`src/rtl/bp_pkg.sv`:
```
// Shared types and helpers for the branch-history table sequencer:
// FSM state encoding, 2-bit counter constants and the saturating update.
package bp_pkg;

    localparam int BP_IDX_W = 7;
    localparam int BP_CTR_W = 2;

    typedef enum logic [1:0] {
        S_INIT,
        S_RUN,
        S_WRITE
    } bp_state_e;

    localparam logic [BP_CTR_W-1:0] CTR_SNT = 2'd0;
    localparam logic [BP_CTR_W-1:0] CTR_WNT = 2'd1;
    localparam logic [BP_CTR_W-1:0] CTR_WT  = 2'd2;
    localparam logic [BP_CTR_W-1:0] CTR_ST  = 2'd3;

    function automatic logic [BP_CTR_W-1:0] sat_update(input logic [BP_CTR_W-1:0] ctr,
                                                       input logic                taken);
        if (taken) begin
            return (ctr == CTR_ST) ? CTR_ST : ctr + 2'd1;
        end
        return (ctr == CTR_SNT) ? CTR_SNT : ctr - 2'd1;
    endfunction

endpackage

```
`src/rtl/bp_upd_fifo.sv`:
```
// Small FIFO buffering resolved-branch updates ({idx, taken}) until the
// sequencer finds a free table slot for their read-modify-write.
module bp_upd_fifo #(
    parameter int W     = 8,
    parameter int DEPTH = 4
) (
    input  logic         clk,
    input  logic         rst_n,
    input  logic         push,
    input  logic         pop,
    input  logic         clr,
    input  logic [W-1:0] din,
    output logic         full,
    output logic         empty,
    output logic [W-1:0] head
);

    localparam int PTR_W = $clog2(DEPTH);

    logic [PTR_W:0] wr_ptr_q, wr_ptr_d;
    logic [PTR_W:0] rd_ptr_q, rd_ptr_d;
    logic [W-1:0]   mem_q [DEPTH];

    always_comb begin
        wr_ptr_d = wr_ptr_q;
        rd_ptr_d = rd_ptr_q;
        if (clr) begin
            wr_ptr_d = '0;
            rd_ptr_d = '0;
        end else begin
            if (push) wr_ptr_d = wr_ptr_q + (PTR_W+1)'(1);
            if (pop)  rd_ptr_d = rd_ptr_q + (PTR_W+1)'(1);
        end
    end

    // NOTE: state registers use non-blocking assignments so every flop samples pre-edge values.
    always_ff @(posedge clk or negedge rst_n) begin
        if (!rst_n) begin
            wr_ptr_q <= '0;
            rd_ptr_q <= '0;
        end else begin
            wr_ptr_q <= wr_ptr_d;
            rd_ptr_q <= rd_ptr_d;
        end
    end

    // NOTE: storage is deliberately not reset; the pointers alone define which entries are live.
    always_ff @(posedge clk) begin
        if (push && !clr) mem_q[wr_ptr_q[PTR_W-1:0]] <= din;
    end

    assign empty = (wr_ptr_q == rd_ptr_q);
    assign full  = (wr_ptr_q[PTR_W] != rd_ptr_q[PTR_W]) &&
                   (wr_ptr_q[PTR_W-1:0] == rd_ptr_q[PTR_W-1:0]);
    assign head  = mem_q[rd_ptr_q[PTR_W-1:0]];

endmodule

```
`src/rtl/bp_table_sequencer.sv`:
```
// Owns the single port of the branch-history table: clear sweep, IF lookups
// and buffered ID updates applied as read-then-write.
module bp_table_sequencer
    import bp_pkg::*;
#(
    parameter int IDX_W = BP_IDX_W,
    parameter int DEPTH = 4,
    parameter int CTR_W = BP_CTR_W
) (
    input  logic             clk,
    input  logic             rst_n,
    input  logic             lookup_req,
    input  logic [IDX_W-1:0] lookup_idx,
    output logic             lookup_gnt,
    output logic             pred_valid,
    output logic             pred_taken,
    input  logic             upd_valid,
    input  logic [IDX_W-1:0] upd_idx,
    input  logic             upd_taken,
    output logic             upd_ready,
    input  logic             flush_req,
    output logic             busy_init,
    output logic             tbl_en,
    output logic             tbl_we,
    output logic [IDX_W-1:0] tbl_addr,
    output logic [CTR_W-1:0] tbl_wdata,
    input  logic [CTR_W-1:0] tbl_rdata
);

    localparam logic [IDX_W-1:0] INIT_LAST = '1;

    bp_state_e        state_q, state_d;
    logic [IDX_W-1:0] init_cnt_q, init_cnt_d;
    logic             flush_pend_q, flush_pend_d;
    logic             pred_valid_q;

    logic             fifo_push, fifo_pop, fifo_clr, fifo_full, fifo_empty;
    logic [IDX_W:0]   fifo_head;
    logic [IDX_W-1:0] head_idx;
    logic             head_taken;
    logic             tbl_en_c, tbl_we_c, enter_init;

    assign head_idx   = fifo_head[IDX_W:1];
    assign head_taken = fifo_head[0];
    assign upd_ready  = !fifo_full && (state_q != S_INIT);
    assign fifo_push  = upd_valid && upd_ready;
    assign fifo_clr   = enter_init;

    bp_upd_fifo #(.W(IDX_W + 1), .DEPTH(DEPTH)) u_upd_fifo (
        .clk   (clk),
        .rst_n (rst_n),
        .push  (fifo_push),
        .pop   (fifo_pop),
        .clr   (fifo_clr),
        .din   ({upd_idx, upd_taken}),
        .full  (fifo_full),
        .empty (fifo_empty),
        .head  (fifo_head)
    );

    // NOTE: every signal driven here gets a default first, so no path can infer a latch.
    always_comb begin
        state_d      = state_q;
        init_cnt_d   = init_cnt_q;
        flush_pend_d = flush_pend_q;
        tbl_en_c     = 1'b0;
        tbl_we_c     = 1'b0;
        tbl_addr     = '0;
        tbl_wdata    = '0;
        lookup_gnt   = 1'b0;
        fifo_pop     = 1'b0;
        enter_init   = 1'b0;

        unique case (state_q)
            S_INIT: begin
                tbl_en_c   = 1'b1;
                tbl_we_c   = 1'b1;
                tbl_addr   = init_cnt_q;
                init_cnt_d = init_cnt_q + IDX_W'(1);
                if (flush_req)                    enter_init = 1'b1;
                else if (init_cnt_q == INIT_LAST) state_d    = S_RUN;
            end
            S_RUN: begin
                // A full FIFO outranks lookups so updates cannot starve forever.
                if (fifo_full) begin
                    tbl_en_c = 1'b1;
                    tbl_addr = head_idx;
                    state_d  = S_WRITE;
                end else if (lookup_req) begin
                    tbl_en_c   = 1'b1;
                    tbl_addr   = lookup_idx;
                    lookup_gnt = 1'b1;
                end else if (!fifo_empty) begin
                    tbl_en_c = 1'b1;
                    tbl_addr = head_idx;
                    state_d  = S_WRITE;
                end
                if (flush_req) enter_init = 1'b1;
            end
            S_WRITE: begin
                tbl_en_c  = 1'b1;
                tbl_we_c  = 1'b1;
                tbl_addr  = head_idx;
                tbl_wdata = sat_update(tbl_rdata, head_taken);
                fifo_pop  = 1'b1;
                state_d   = S_RUN;
                if (flush_req) flush_pend_d = 1'b1;
                if (flush_req || flush_pend_q) enter_init = 1'b1;
            end
            default: state_d = S_INIT;
        endcase

        if (enter_init) begin
            state_d      = S_INIT;
            init_cnt_d   = '0;
            flush_pend_d = 1'b0;
        end
    end

    always_ff @(posedge clk or negedge rst_n) begin
        if (!rst_n) begin
            state_q      <= S_INIT;
            init_cnt_q   <= '0;
            flush_pend_q <= 1'b0;
            pred_valid_q <= 1'b0;
        end else begin
            state_q      <= state_d;
            init_cnt_q   <= init_cnt_d;
            flush_pend_q <= flush_pend_d;
            pred_valid_q <= lookup_gnt;
        end
    end

    // The port stays quiet while reset is held, even though the reset state is the sweep.
    assign tbl_en     = tbl_en_c && rst_n;
    assign tbl_we     = tbl_we_c && rst_n;
    assign busy_init  = (state_q == S_INIT);
    assign pred_valid = pred_valid_q;
    assign pred_taken = pred_valid_q && tbl_rdata[CTR_W-1];

endmodule

```
`config.mk`:
```
export PLATFORM = sky130hd
export DESIGN_NAME = bp_table_sequencer
export DESIGN_NICKNAME = d
export VERILOG_FILES = /design/src/rtl/bp_pkg.sv /design/src/rtl/bp_upd_fifo.sv /design/src/rtl/bp_table_sequencer.sv
export SDC_FILE = /design/constraint.sdc
export NUM_CORES = 1
export LEC_CHECK = 0
export ABC_AREA = 1
export CAP_MARGIN = 30
export CORE_MARGIN = 4
export CORE_UTILIZATION = 40
export DETAILED_ROUTE_END_ITERATION = 6
export GPL_ROUTABILITY_DRIVEN = 0
export PLACE_DENSITY_LB_ADDON = 0.15
export SYNTH_ARGS = -nofsm -noshare
export SYNTH_HDL_FRONTEND = slang
export SYNTH_SLANG_ARGS = --single-unit
```
`constraint.sdc`:
```
create_clock -name clk -period 2.6 [get_ports clk]
set_clock_uncertainty 0.1 [all_clocks]
set_input_delay 0.52 -clock clk [delete_from_list [all_inputs] [get_ports clk]]
set_output_delay 0.52 -clock clk [all_outputs]
set_load 0.03 [all_outputs]
```
# [Word level (Yosys, flattened, before mapping)]
# Memory sizes are Yosys's and may differ from the RTL's.
# Cells that the tools add are included.
[word_totals] regBits=17 latchBits=0 ram_bits=32 mem_bits_ro=0 out_inout_bits=16 wordCells=86 memories=1
[classes] addsub=5 mul=0 div_mod_pow=0 order_cmp=0 n_eq_ne=11 shifts=0 n_mux=41 n_bitwise=0 reduce_logical=22
[mem_list] memory="u_upd_fifo.mem_q" depth=4 word_bits=8 read_ports=1 rd_ports_with_merged_regs=0 write_ports=1 line="bp_upd_fifo.sv:22" source="logic [W-1:0] mem_q [DEPTH];"
[op_table] operator="2-to-1 mux 7 bit" count=5
[op_table] operator="2-to-1 mux 2 bit" count=11
[op_table] operator="one-hot mux 7 bit (3 select lines)" count=1
[op_table] operator="2-to-1 mux 1 bit" count=17
[op_table] operator="2-to-1 mux 3 bit" count=4
[op_table] operator="nonzero test 2 bit" count=6
[op_table] operator="!= test 4 x 3 -> 1 bit (second input constant)" count=2
[op_table] operator="adder 7 x 1 -> 7 bit (second input constant)" count=1
[op_table] operator="== test 7 bit (second input constant)" count=1
[op_table] operator="logical AND 1 bit" count=7
[op_table] operator="adder 3 x 1 -> 3 bit (second input constant)" count=2
[op_table] operator="one-hot mux 2 bit (3 select lines)" count=1
[op_table] operator="== test 2 bit (second input constant)" count=2
[op_table] operator="logical NOT 2 bit" count=2
[op_table] operator="one-hot mux 1 bit (2 select lines)" count=2
[op_table] operator="AND reduction 4 bit" count=1
[op_table] operator="OR reduction 2 bit" count=2
[op_table] operator="== test 3 bit" count=1
[op_table] operator="!= test 3 x 1 -> 1 bit (second input constant)" count=1
[op_table] operator="!= test 3 x 2 -> 1 bit (second input constant)" count=1
[op_table] operator="adder 2 x 1 -> 2 bit (second input constant)" count=1
[op_table] operator="== test 2 x 1 -> 1 bit (second input constant)" count=1
[op_table] operator="== test 2 bit" count=1
[op_table] operator="logical NOT 1 bit" count=2
[op_table] operator="4 further kinds" count=4

# [Depth between registers and ports, before layout]
# Gate-level depths: netlist (run 1).
[depth] depth_word=8 mapped_depth=9

# [Hierarchy]
# A second synthesis (run 1) with hierarchy kept.
[hier_totals] hier_cells=295 area_unflattened_um2=2608.8
[modules_own_cells] mod="bp_upd_fifo" instances=1 cells_each=144 area_each_um2=1681.6 seq_area_each_um2=1111.1
[modules_own_cells] mod="bp_table_sequencer" instances=1 cells_each=151 area_each_um2=927.1 seq_area_each_um2=275.3

# [Worst setup path before layout (run 1)]
# Ideal clock, no wire load.
[synth_timing] path_type="reg-to-output" start="register u_upd_fifo.rd_ptr_q[0]" end="output port tbl_addr[0]" arrival_time_ns=1.483 required_time_ns=1.980 slack_ns=0.497 path_stages_with_launch=9 cell_sequence="dfrtp_1 > inv_1 > buf_4 > nand3_1 > nand2_1 > nand2_1 > nand2_1 > nor2_1 > a21oi_1"
[synth_between] elab_chain_cells=5
[synth_rtl] element="start, declared" line="bp_upd_fifo.sv:21" source="logic [PTR_W:0] rd_ptr_q, rd_ptr_d;"
[synth_rtl] element="start signal, assigned" line="bp_upd_fifo.sv:43" source="rd_ptr_q <= rd_ptr_d;"
[synth_rtl] element="memory (4 x 8 bit) or == test 3 bit (tied branches)"
[synth_rtl] element="2-to-1 mux 7 bit" line="bp_table_sequencer.sv:93" source="end else if (!fifo_empty) begin"
[synth_rtl] element="2-to-1 mux 7 bit" line="bp_table_sequencer.sv:89" source="end else if (lookup_req) begin"
[synth_rtl] element="2-to-1 mux 7 bit" line="bp_table_sequencer.sv:85" source="if (fifo_full) begin"
[synth_rtl] element="one-hot mux 7 bit (3 select lines) *" line="bp_table_sequencer.sv:74" source="unique case (state_q)"
[synth_rtl] element="end, declared" line="bp_table_sequencer.sv:25" source="output logic [IDX_W-1:0] tbl_addr,"
# Mark *: on every way between the ends. The rest lies on a longest branch, timed or not.

# [Worst setup path after layout (run 1)]
[layout_timing] start="input port tbl_rdata[1]" end="output port pred_taken"
[layout_between] elab_chain_cells=1
[layout_rtl] element="start, declared" line="bp_table_sequencer.sv:27" source="input logic [CTR_W-1:0] tbl_rdata"
[layout_rtl] element="logical AND 1 bit" line="bp_table_sequencer.sv:139" source="assign pred_taken = pred_valid_q && tbl_rdata[CTR_W-1];"
[layout_rtl] element="end, declared" line="bp_table_sequencer.sv:16" source="output logic pred_taken,"
# Every way passes these cells.

==> reports/qor.yml, run 1 <==
clock_tree:
  root_buffer: "clkbuf_8"
  insertion_delay_ns: 0.30
  cts_made_buffers: 5
  h-tree-depth: 2
  path_clk_slew_ns: 0.10
  cts_hold_buf: 0
  cts_tree: "done"
  clock_sinks: 49
  clockBufferDepth: 2
layout:
  area_growth_pct: 25.6
  n_antenna_cell: 0
  layout_common_cells: "nand2_1, nor2_1, inv_1, buf_4, edfxtp_1"
  final_util_pct: 53.2
  drive_gt1_share_pct: 19.4
  final_common_cell: "nand2_1"
  final_cell_area_mm2: 0.00322
  nets: 368
  final_cells: 416
logic_synthesis:
  synth.avg_cell_area_um2: 9.04
  synthSimpleGateAreaFrac_pct: 25.7
  synth_compound_area_share_pct: 8.09
  ys_ff_latch: 49
  synth_edf_count: 32
  ys_top_cells_by_area: "edfxtp_1, dfrtp_1, nand2_1"
  synth-seq-area-share_pct: 54.0
  synth_top_cell_by_area: "edfxtp_1"
  syn-num-nets: 312
  synth.mux.area_fraction_pct: 0
  synthAdderAreaFrac_pct: 2.93
  async_flop_share_pct: 34.7
  synth_top_family_by_area: "simple AND/OR/NAND/NOR gates"
  syn_area_mm2: 0.00257
  yosys.area_share.xor_xnor_pct: 0.975
  synthCells: 284
  synth_top_area_share_pct: 37.4
  ys_warn_count: 0
  synth_ff_type: "edfxtp_1"
  ys_types: 30
detailed_routing:
  wl_per_cell_um: 14.2
  drt_iter0_drc: 152
  top_layer_used: "met4"
  via_per_inst: 4.84
  vias: 2014
  drt-total-wl_um: 5910
  met1Wirelength_um: 2830
  ant_nets: 0
  wl_met2_um: 2710
  drc: 0
  wl_met3_um: 314
  drt_pass1_iterations: 4
power_and_ir_drop:
  leakage_nw: 1.42
  ir_worst_vdd_mv: 0.441
  pwr_density_cell_mw_per_mm2: 970
  p_total_mw: 3.13
sta:
  min_period_over_period_pct: 94.0
  setup_viol: 0
  slew_viol_final: 0
  rsz0062_at_grt: "false"
  relSlewSlack_pct: 76.4
  fmax_mhz: 409
  max_slew.worst_pin.slew_ns: 0.351
  hold_viol: 0
  tns_ns: 0
  fin_crit_ns: 2.44
worst_setup_path:
  cp-start-kind: "primary input"
  arrival_ns: 1.82
  required_ns: 1.98
  path_max_fanout: 5
  crit_type: "primary input to output port"
  cp-end-kind: "output port"
place:
  placedCellCount: 402
  io_buffers: 37
  dp_hpwl_um: 4310
  dpl_cell_area_mm2: 0.00305
global_routing:
  antenna_found_initial: 0
  grt_overflow: 0
  grt_max_degree: 18
  grt_pass1_vias: 1961
  grt_pass1_wl_um: 9520
  grt_use_total_pct: 16.3
outcome:
  status: "finished, final reports clean"
die:
  io-pin-count: 38
  initial_core_util_pct: 42.3
  die_w_um: 88.1
  die_h_um: 88.1
  rows: 28
  coreArea_mm2: 0.00606
  die-area_mm2: 0.00776
job:
  max_cap_violations: 0
min_path:
  holdCritPathClass: "flop to flop"
==> timing repair <==
item / in CTS / in global routing
gates resized for setup: 2 / 5
setup endpoints to repair: 5 / 9
buffers inserted: 3 / 3
==> critical path: stages <==
cell	delay (ns)
clkdlybuf4s50_1	0.54
nand2_1	0.07
inv_1	0.05
clkdlybuf4s50_1	0.65
==> power by group <==
group          internal, mW  switching, mW  total, mW  leakage [nW]
sequential            0.951          0.116       1.07         0.514
clock                 0.295          0.280      0.575        0.0603
combinational         0.557          0.931       1.49         0.845
total                  1.80           1.33       3.13          1.42
==> registers in the layout, indices dropped and copies added (netlist names) <==
name and cells:
state_q 2, init_cnt_q 7, pred_valid 1, u_upd_fifo.wr_ptr_q 3, flush_pend_q 1, u_upd_fifo.rd_ptr_q 3, u_upd_fifo.mem_q 32
==> through the flow <==
step	setup WS [ns]	hold slack [ns]
finish	0.156	0.409
floorplan	0.497	0.124
global placement	0.171	0.394
CTS	0.0682	0.404
global route	0.0161	0.437
detailed placement	0.168	0.388
==> area by class of cell <==
| type | count | area (um2) |
|---|---|---|
| flip-flops and latches | 49 | 1390 |
| clock inverters | 3 | 50.0 |
| well taps | 75 | 93.8 |
| repair buffers | 57 | 489 |
| inverters | 40 | 161 |
| clock buffers | 5 | 68.8 |
| fillers | 560 | 2840 |
| multi-input cells | 187 | 972 |
==> cells in the mapped netlist, types with 2 or more instances <==
cell type,n
buf_6,2
nor2_4,4
nand3_2,2
ha_1,6
o21ai_0,19
nand2_2,3
a21oi_1,14
nor3_2,2
buf_2,3
or2_2,3
nand2_1,62
nand4_1,3
inv_2,4
nand3_1,20
dfrtp_1,17
inv_1,35
nor2_1,37
edfxtp_1,32
o22ai_1,3
buf_4,3
==> kinds of logic after synthesis <==
| kind of cell | count (synthesis) |
|---|---|
| flops | 49 |
| xor+xnor | 2 |
| simple gates | 141 |
| compound gates | 38 |
| fa+ha+maj | 6 |
| buf+inv | 48 |
==> routing by layer <==
layer	global-route usage, %	vias up
met1	21.7	929
met4	4.95	0
met5	0	-
met3	4.14	4
li1	-	1037
met2	26.2	44
==> final timing paths <==
check	end	from	cells after the start	slack, ns
setup reg to reg	u_upd_fifo.mem_q[1][5]	u_upd_fifo.rd_ptr_q[1]	9	0.76
hold reg to reg	init_cnt_q[4]	init_cnt_q[4]	1	0.41
min in group asynchronous	init_cnt_q[4]	rst_n	2	0.52
setup / recovery	pred_taken	tbl_rdata[1]	4	0.16
hold / removal	init_cnt_q[4]	init_cnt_q[4]	1	0.41
max in group asynchronous	u_upd_fifo.rd_ptr_q[0]	rst_n	2	1.66
(Power assumes the default switching activity.)
==> run 2: changes to the inputs <==
SETUP_SLACK_MARGIN = 0.1   (was default)
==> run 2 against run 1 <==
Compared with the run above: sequential share of layout area down 1.2 points; critical path depth increased by 4; cell count increased by 1.2%; clock-buffer cell count unchanged; die area stayed put; routed wire length up 1.9%; flip-flop and latch count is the same; combinational power is 9% higher; first-iteration DRC count down 7.9%; critical path type unchanged; largest cell class unchanged.
==> reports/qor.yml, run 2 (same netlist as run 1, synthesis figures left out) <==
power_and_ir_drop:
  pwr_density_cell_mw_per_mm2: 985  # was 970 mW/mm2
  leakage_nw: 1.47  # was 1.42 nW
  ir_worst_vdd_mv: 0.479  # was 0.441 mV
worst_setup_path:
  endpoint: "tbl_addr[1]"  # was pred_taken
  setup.worst_path.start: "lookup_req"  # was tbl_rdata[1]
  path_max_fanout: 5  # unchanged
  slowest_delay_ns: 0.47  # was 0.65 ns
  cp-end-kind: "output port"  # unchanged
  regToRegEndpoint: "u_upd_fifo.mem_q[1][5]"  # unchanged
  r2r-start: "u_upd_fifo.rd_ptr_q[0]"  # was u_upd_fifo.rd_ptr_q[1]
  cpMostUsedCell: "inv_1"  # was clkdlybuf4s50_1
  cp_cell_sequence: "clkdlybuf4s50_1 > inv_1 > nor2_1 > nand2_4 > inv_1 > nand2_1 > nand4_1 > buf_4"  # was clkdlybuf4s50_1 > nand2_1 > inv_1 > clkdlybuf4s50_1
  crit_type: "primary input to output port"  # unchanged
  required_ns: 1.98  # about the same
  cp-start-kind: "primary input"  # unchanged
  arrival_ns: 1.82  # about the same
  r2r_slack_ns: 0.56  # was 0.76 ns
  slowest_stage: "clkdlybuf4s50_1"  # unchanged
  reg2regPathDepth: 10  # was 9
layout:
  n_antenna_cell: 0  # unchanged
  final_util_pct: 54.8  # was 53.2%
  final_cell_area_mm2: 0.00332  # was 0.00322 mm2
  final_common_cell: "nand2_1"  # unchanged
  final_cells: 421  # was 416
  layout_common_cells: "nand2_1, nor2_1, buf_4, inv_1, edfxtp_1"  # was nand2_1, nor2_1, inv_1, buf_4, edfxtp_1
  area_growth_pct: 29.4  # was 25.6%
  drive_gt1_share_pct: 23.1  # was 19.4%
  nets: 373  # was 368
  largest_reg_flops: 32  # unchanged
sta:
  min_period_over_period_pct: 93.9  # was 94.0%
  fin_crit_ns: 2.44  # about the same
  slew_viol_final: 0  # unchanged
  setup_slack_ns: 0.160  # was 0.156 ns
  relSlewSlack_pct: 75.2  # was 76.4%
  rsz0062_at_grt: "true"  # was false
  setup_viol: 0  # unchanged
  max_slew.worst_pin.slew_ns: 0.368  # was 0.351 ns
  hold_viol: 0  # unchanged
  fmax_mhz: 410  # was 409 MHz
  tns_ns: 0  # unchanged
clock_tree:
  insertion_delay_ns: 0.31  # was 0.30 ns
  cts_hold_buf: 0  # unchanged
  root_buffer: "clkbuf_8"  # unchanged
  clock_sinks: 49  # unchanged
  path_clk_slew_ns: 0.10  # about the same
  h-tree-depth: 2  # unchanged
  clockBufferDepth: 2  # unchanged
  cts_made_buffers: 5  # unchanged
  cts_tree: "done"  # unchanged
global_routing:
  grt_overflow: 0  # unchanged
  grt_pass1_wl_um: 9530  # was 9520 um
  grt_pass1_vias: 1963  # was 1961
  grt_use_total_pct: 16.3  # about the same
  antenna_found_initial: 0  # unchanged
  grt_max_degree: 18  # unchanged
die:
  die_w_um: 88.1  # unchanged
  coreArea_mm2: 0.00606  # unchanged
  initial_core_util_pct: 42.3  # unchanged
  die_h_um: 88.1  # unchanged
  rows: 28  # unchanged
  die-area_mm2: 0.00776  # unchanged
  io-pin-count: 38  # unchanged
outcome:
  status: "finished, final reports clean"  # unchanged
detailed_routing:
  drt_iter0_drc: 140  # was 152
  wl_met3_um: 401  # was 314 um
  met1Wirelength_um: 2750  # was 2830 um
  drt-total-wl_um: 6030  # was 5910 um
  vias: 2070  # was 2014
  drc: 0  # unchanged
  drt_pass1_iterations: 4  # unchanged
  ant_nets: 0  # unchanged
  top_layer_used: "met4"  # unchanged
  wl_per_cell_um: 14.3  # was 14.2 um
  wl_met2_um: 2800  # was 2710 um
  via_per_inst: 4.92  # was 4.84
place:
  io_buffers: 37  # unchanged
  dp_hpwl_um: 4310  # unchanged
  dpl_cell_area_mm2: 0.00305  # unchanged
  placedCellCount: 402  # unchanged
  pre_cts_ws_ns: 0.168  # unchanged
job:
  max_cap_violations: 0  # unchanged
min_path:
  holdCritPathClass: "flop to flop"  # unchanged
==> run 2: worst min-delay path by stage <==
stage                              from       endpoint  cells after the start
after global placement    init_cnt_q[4]  init_cnt_q[4]                      1
after floorplan                   rst_n   flush_pend_q                      0
final                     init_cnt_q[4]  init_cnt_q[4]                      1
after CTS                 init_cnt_q[4]  init_cnt_q[4]                      1
after global routing      init_cnt_q[4]  init_cnt_q[4]                      1
after detailed placement  init_cnt_q[4]  init_cnt_q[4]                      1
==> run 2: final cells by class <==
| class | count | area [um2] |
|---|---|---|
| fill | 547 | 2740 |
| sequential | 49 | 1390 |
| multi-input combinational | 187 | 1010 |
| timing repair buffer | 62 | 549 |
| inverter | 40 | 161 |
| tap | 75 | 93.8 |
| clock buffer | 5 | 68.8 |
| clock inverter | 3 | 50.0 |
==> run 2: metrics by stage <==
step	hold WS, ns	power, mW
after floorplan	0.124	2.01
after global placement	0.394	2.48
after detailed placement	0.388	2.50
after CTS	0.404	3.11
after global routing	0.437	3.48
final	0.416	3.27
==> run 2: what timing repair did <==
| item | CTS | global route |
|---|---|---|
| pin swaps | 0 | 2 |
| gates cloned | 0 | 0 |
| setup endpoints to repair | 10 | 10 |
| gates resized for setup | 5 | 16 |
| setup buffers | 3 | 8 |
==> run 2: power breakdown <==
part | internal, mW | leakage, nW | switching, mW
clock network | 0.295 | 0.0603 | 0.279
logic | 0.651 | 0.895 | 0.980
registers | 0.950 | 0.514 | 0.115
total | 1.90 | 1.47 | 1.37
==> run 2: critical path, delay by kind of cell <==
family	cells	cell delay, ns
buf+inv	4	0.85
simple gates	4	0.45
==> run 2: layer usage <==
metal / global-route usage [%] / vias to the layer above
li1: - / 1048
met3: 4.14 / 6
met2: 26.2 / 63
met1: 21.7 / 953
met5: 0 / -
met4: 4.95 / 0
==> run 3: changes to the inputs <==
CORE_UTILIZATION = 28   (was 40)
==> run 3 against run 2 <==
Compared with the run above: non-clock buffer count fell by 4; fmax fell by 0.10%; core utilization shrank 17 points; critical endpoint is now tbl_addr[4]; largest cell class unchanged; largest power group unchanged.
==> reports/qor.yml, run 3 (same netlist as run 1, synthesis figures left out) <==
detailed_routing:
  wl_per_cell_um: 14.3  # about the same
  vias: 2043  # was 2070
  ant_nets: 0  # unchanged
  drt-total-wl_um: 6440  # was 6030 um
  via_per_inst: 4.54  # was 4.92
  drt_iter0_drc: 77  # was 140
  drc: 0  # unchanged
  drt_pass1_iterations: 4  # unchanged
worst_setup_path:
  required_ns: 1.98  # about the same
  endpoint: "tbl_addr[4]"  # was tbl_addr[1]
  path_max_fanout: 5  # unchanged
  setup.worst_path.start: "lookup_req"  # unchanged
  r2r-start: "state_q[0]"  # was u_upd_fifo.rd_ptr_q[0]
  cp-end-kind: "output port"  # unchanged
  cp-start-kind: "primary input"  # unchanged
  arrival_ns: 1.82  # about the same
  regToRegEndpoint: "u_upd_fifo.mem_q[0][6]"  # was u_upd_fifo.mem_q[1][5]
  r2r_slack_ns: 0.68  # was 0.56 ns
  reg2regPathDepth: 10  # unchanged
  crit_type: "primary input to output port"  # unchanged
sta:
  min_period_over_period_pct: 94.0  # was 93.9%
  setup_viol: 0  # unchanged
  tns_ns: 0  # unchanged
  whs_ns: 0.411  # was 0.416 ns
  rsz0062_at_grt: "true"  # unchanged
  setup_slack_ns: 0.157  # was 0.160 ns
  relSlewSlack_pct: 78.8  # was 75.2%
  hold_viol: 0  # unchanged
  max_slew.worst_pin.slew_ns: 0.317  # was 0.368 ns
  fmax_mhz: 409  # was 410 MHz
  slew_viol_final: 0  # unchanged
  fin_crit_ns: 2.44  # about the same
global_routing:
  grt_pass1_vias: 2020  # was 1963
  grt_use_total_pct: 12.4  # was 16.3%
  antenna_found_initial: 0  # unchanged
  grt_overflow: 0  # unchanged
  grt_max_degree: 19  # was 18
  grt_pass1_wl_um: 10600  # was 9530 um
job:
  max_cap_violations: 0  # unchanged
layout:
  n_antenna_cell: 0  # unchanged
  largest_reg_flops: 32  # unchanged
  final_common_cell: "nand2_1"  # unchanged
  layout_common_cells: "nand2_1, inv_1, edfxtp_1, nor2_1, buf_4"  # was nand2_1, nor2_1, buf_4, inv_1, edfxtp_1
  nets: 369  # was 373
  final_util_pct: 38.0  # was 54.8%
  area_growth_pct: 30.4  # was 29.4%
  drive_gt1_share_pct: 24.9  # was 23.1%
power_and_ir_drop:
  ir_worst_vdd_mv: 0.398  # was 0.479 mV
  leakage_nw: 1.45  # was 1.47 nW
  pwr_density_cell_mw_per_mm2: 957  # was 985 mW/mm2
  p_total_mw: 3.20  # was 3.27 mW
die:
  rows: 34  # was 28
  io-pin-count: 38  # unchanged
  coreArea_mm2: 0.00881  # was 0.00606 mm2
  die-area_mm2: 0.0108  # was 0.00776 mm2
  die_h_um: 104  # was 88.1 um
  die_w_um: 104  # was 88.1 um
  initial_core_util_pct: 29.1  # was 42.3%
clock_tree:
  clock_sinks: 49  # unchanged
  clockBufferDepth: 2  # unchanged
  root_buffer: "clkbuf_8"  # unchanged
  cts_tree: "done"  # unchanged
  h-tree-depth: 2  # unchanged
  insertion_delay_ns: 0.31  # about the same
  path_clk_slew_ns: 0.10  # about the same
  cts_hold_buf: 0  # unchanged
  cts_made_buffers: 5  # unchanged
outcome:
  status: "finished, final reports clean"  # unchanged
min_path:
  holdCritPathClass: "flop to flop"  # unchanged
place:
  dp_hpwl_um: 4720  # was 4310 um
  pre_cts_ws_ns: 0.103  # was 0.168 ns
  io_buffers: 37  # unchanged
[run 3: cell types whose count changed in the layout (fill, tap and decap cells not counted), moves of 2 or more]
cell	delta
buf_6	+2
nor2_2	+3
nor2_1	-5
nand2_2	+3
dfrtp_2	+2
a21oi_1	+2
buf_4	-7
nand2_1	-3
a21oi_2	-2
nor2_4	+2
dfrtp_1	-2
[run 3: how the worst min path moves through the flow]
stage	start	end	slack, ns	depth (start not counted)
6_report	init_cnt_q[6]	init_cnt_q[6]	0.41	1
5_1_grt	init_cnt_q[6]	init_cnt_q[6]	0.43	1
4_1_cts	init_cnt_q[6]	init_cnt_q[6]	0.41	1
3_5_place_dp	init_cnt_q[6]	init_cnt_q[6]	0.39	1
3_3_place_gp	init_cnt_q[6]	init_cnt_q[6]	0.39	1
2_1_floorplan	rst_n	flush_pend_q	0.12	0
[run 3: cell type report]
class,count,area [um2]
Timing Repair Buffer,58,539
Inverter,40,159
Clock buffer,5,68.8
Sequential cell,49,1390
Multi-Input combinational cell,187,1020
Fill cell,923,5460
Clock inverter,3,28.8
Tap cell,108,135
[run 3: through the flow]
step	std cells	cell area, um2
2_1_floorplan	284	2570
3_3_place_gp	434	3090
3_5_place_dp	434	3090
4_1_cts	447	3250
5_1_grt	450	3350
6_report	450	3350
[run 3: routing by layer]
| metal | routed length [um] | share of wire, % | global-route usage, % | up-vias |
|---|---|---|---|---|
| met5 | 0 | 0 | 0 | - |
| met4 | 65 | 1.0 | 3.13 | 0 |
| met3 | 205 | 3.2 | 2.99 | 5 |
| met2 | 2890 | 45 | 20.1 | 33 |
| met1 | 3280 | 51 | 16.7 | 971 |
| li1 | - | - | - | 1034 |
[run 3: critical path: stages]
cell and delay [ns]:
clkdlybuf4s50_1 0.49, inv_1 0.07, nor2_2 0.13, nand2_4 0.09, nor2_1 0.11, nor2_1 0.06, a21oi_1 0.16, buf_4 0.18
[run 3: what timing repair did]
item                                    in CTS  in global routing
buffers inserted                             5                  3
resized for setup                            5                 28
pin swaps                                    0                  8
endpoints found under the setup margin      10                  8
gates cloned                                 0                  0
[run 3: power by group]
group	internal (mW)	total, mW	leakage [nW]	switching, mW
sequential	0.948	1.05	0.511	0.107
clock	0.202	0.505	0.0506	0.303
combinational	0.648	1.64	0.888	0.995
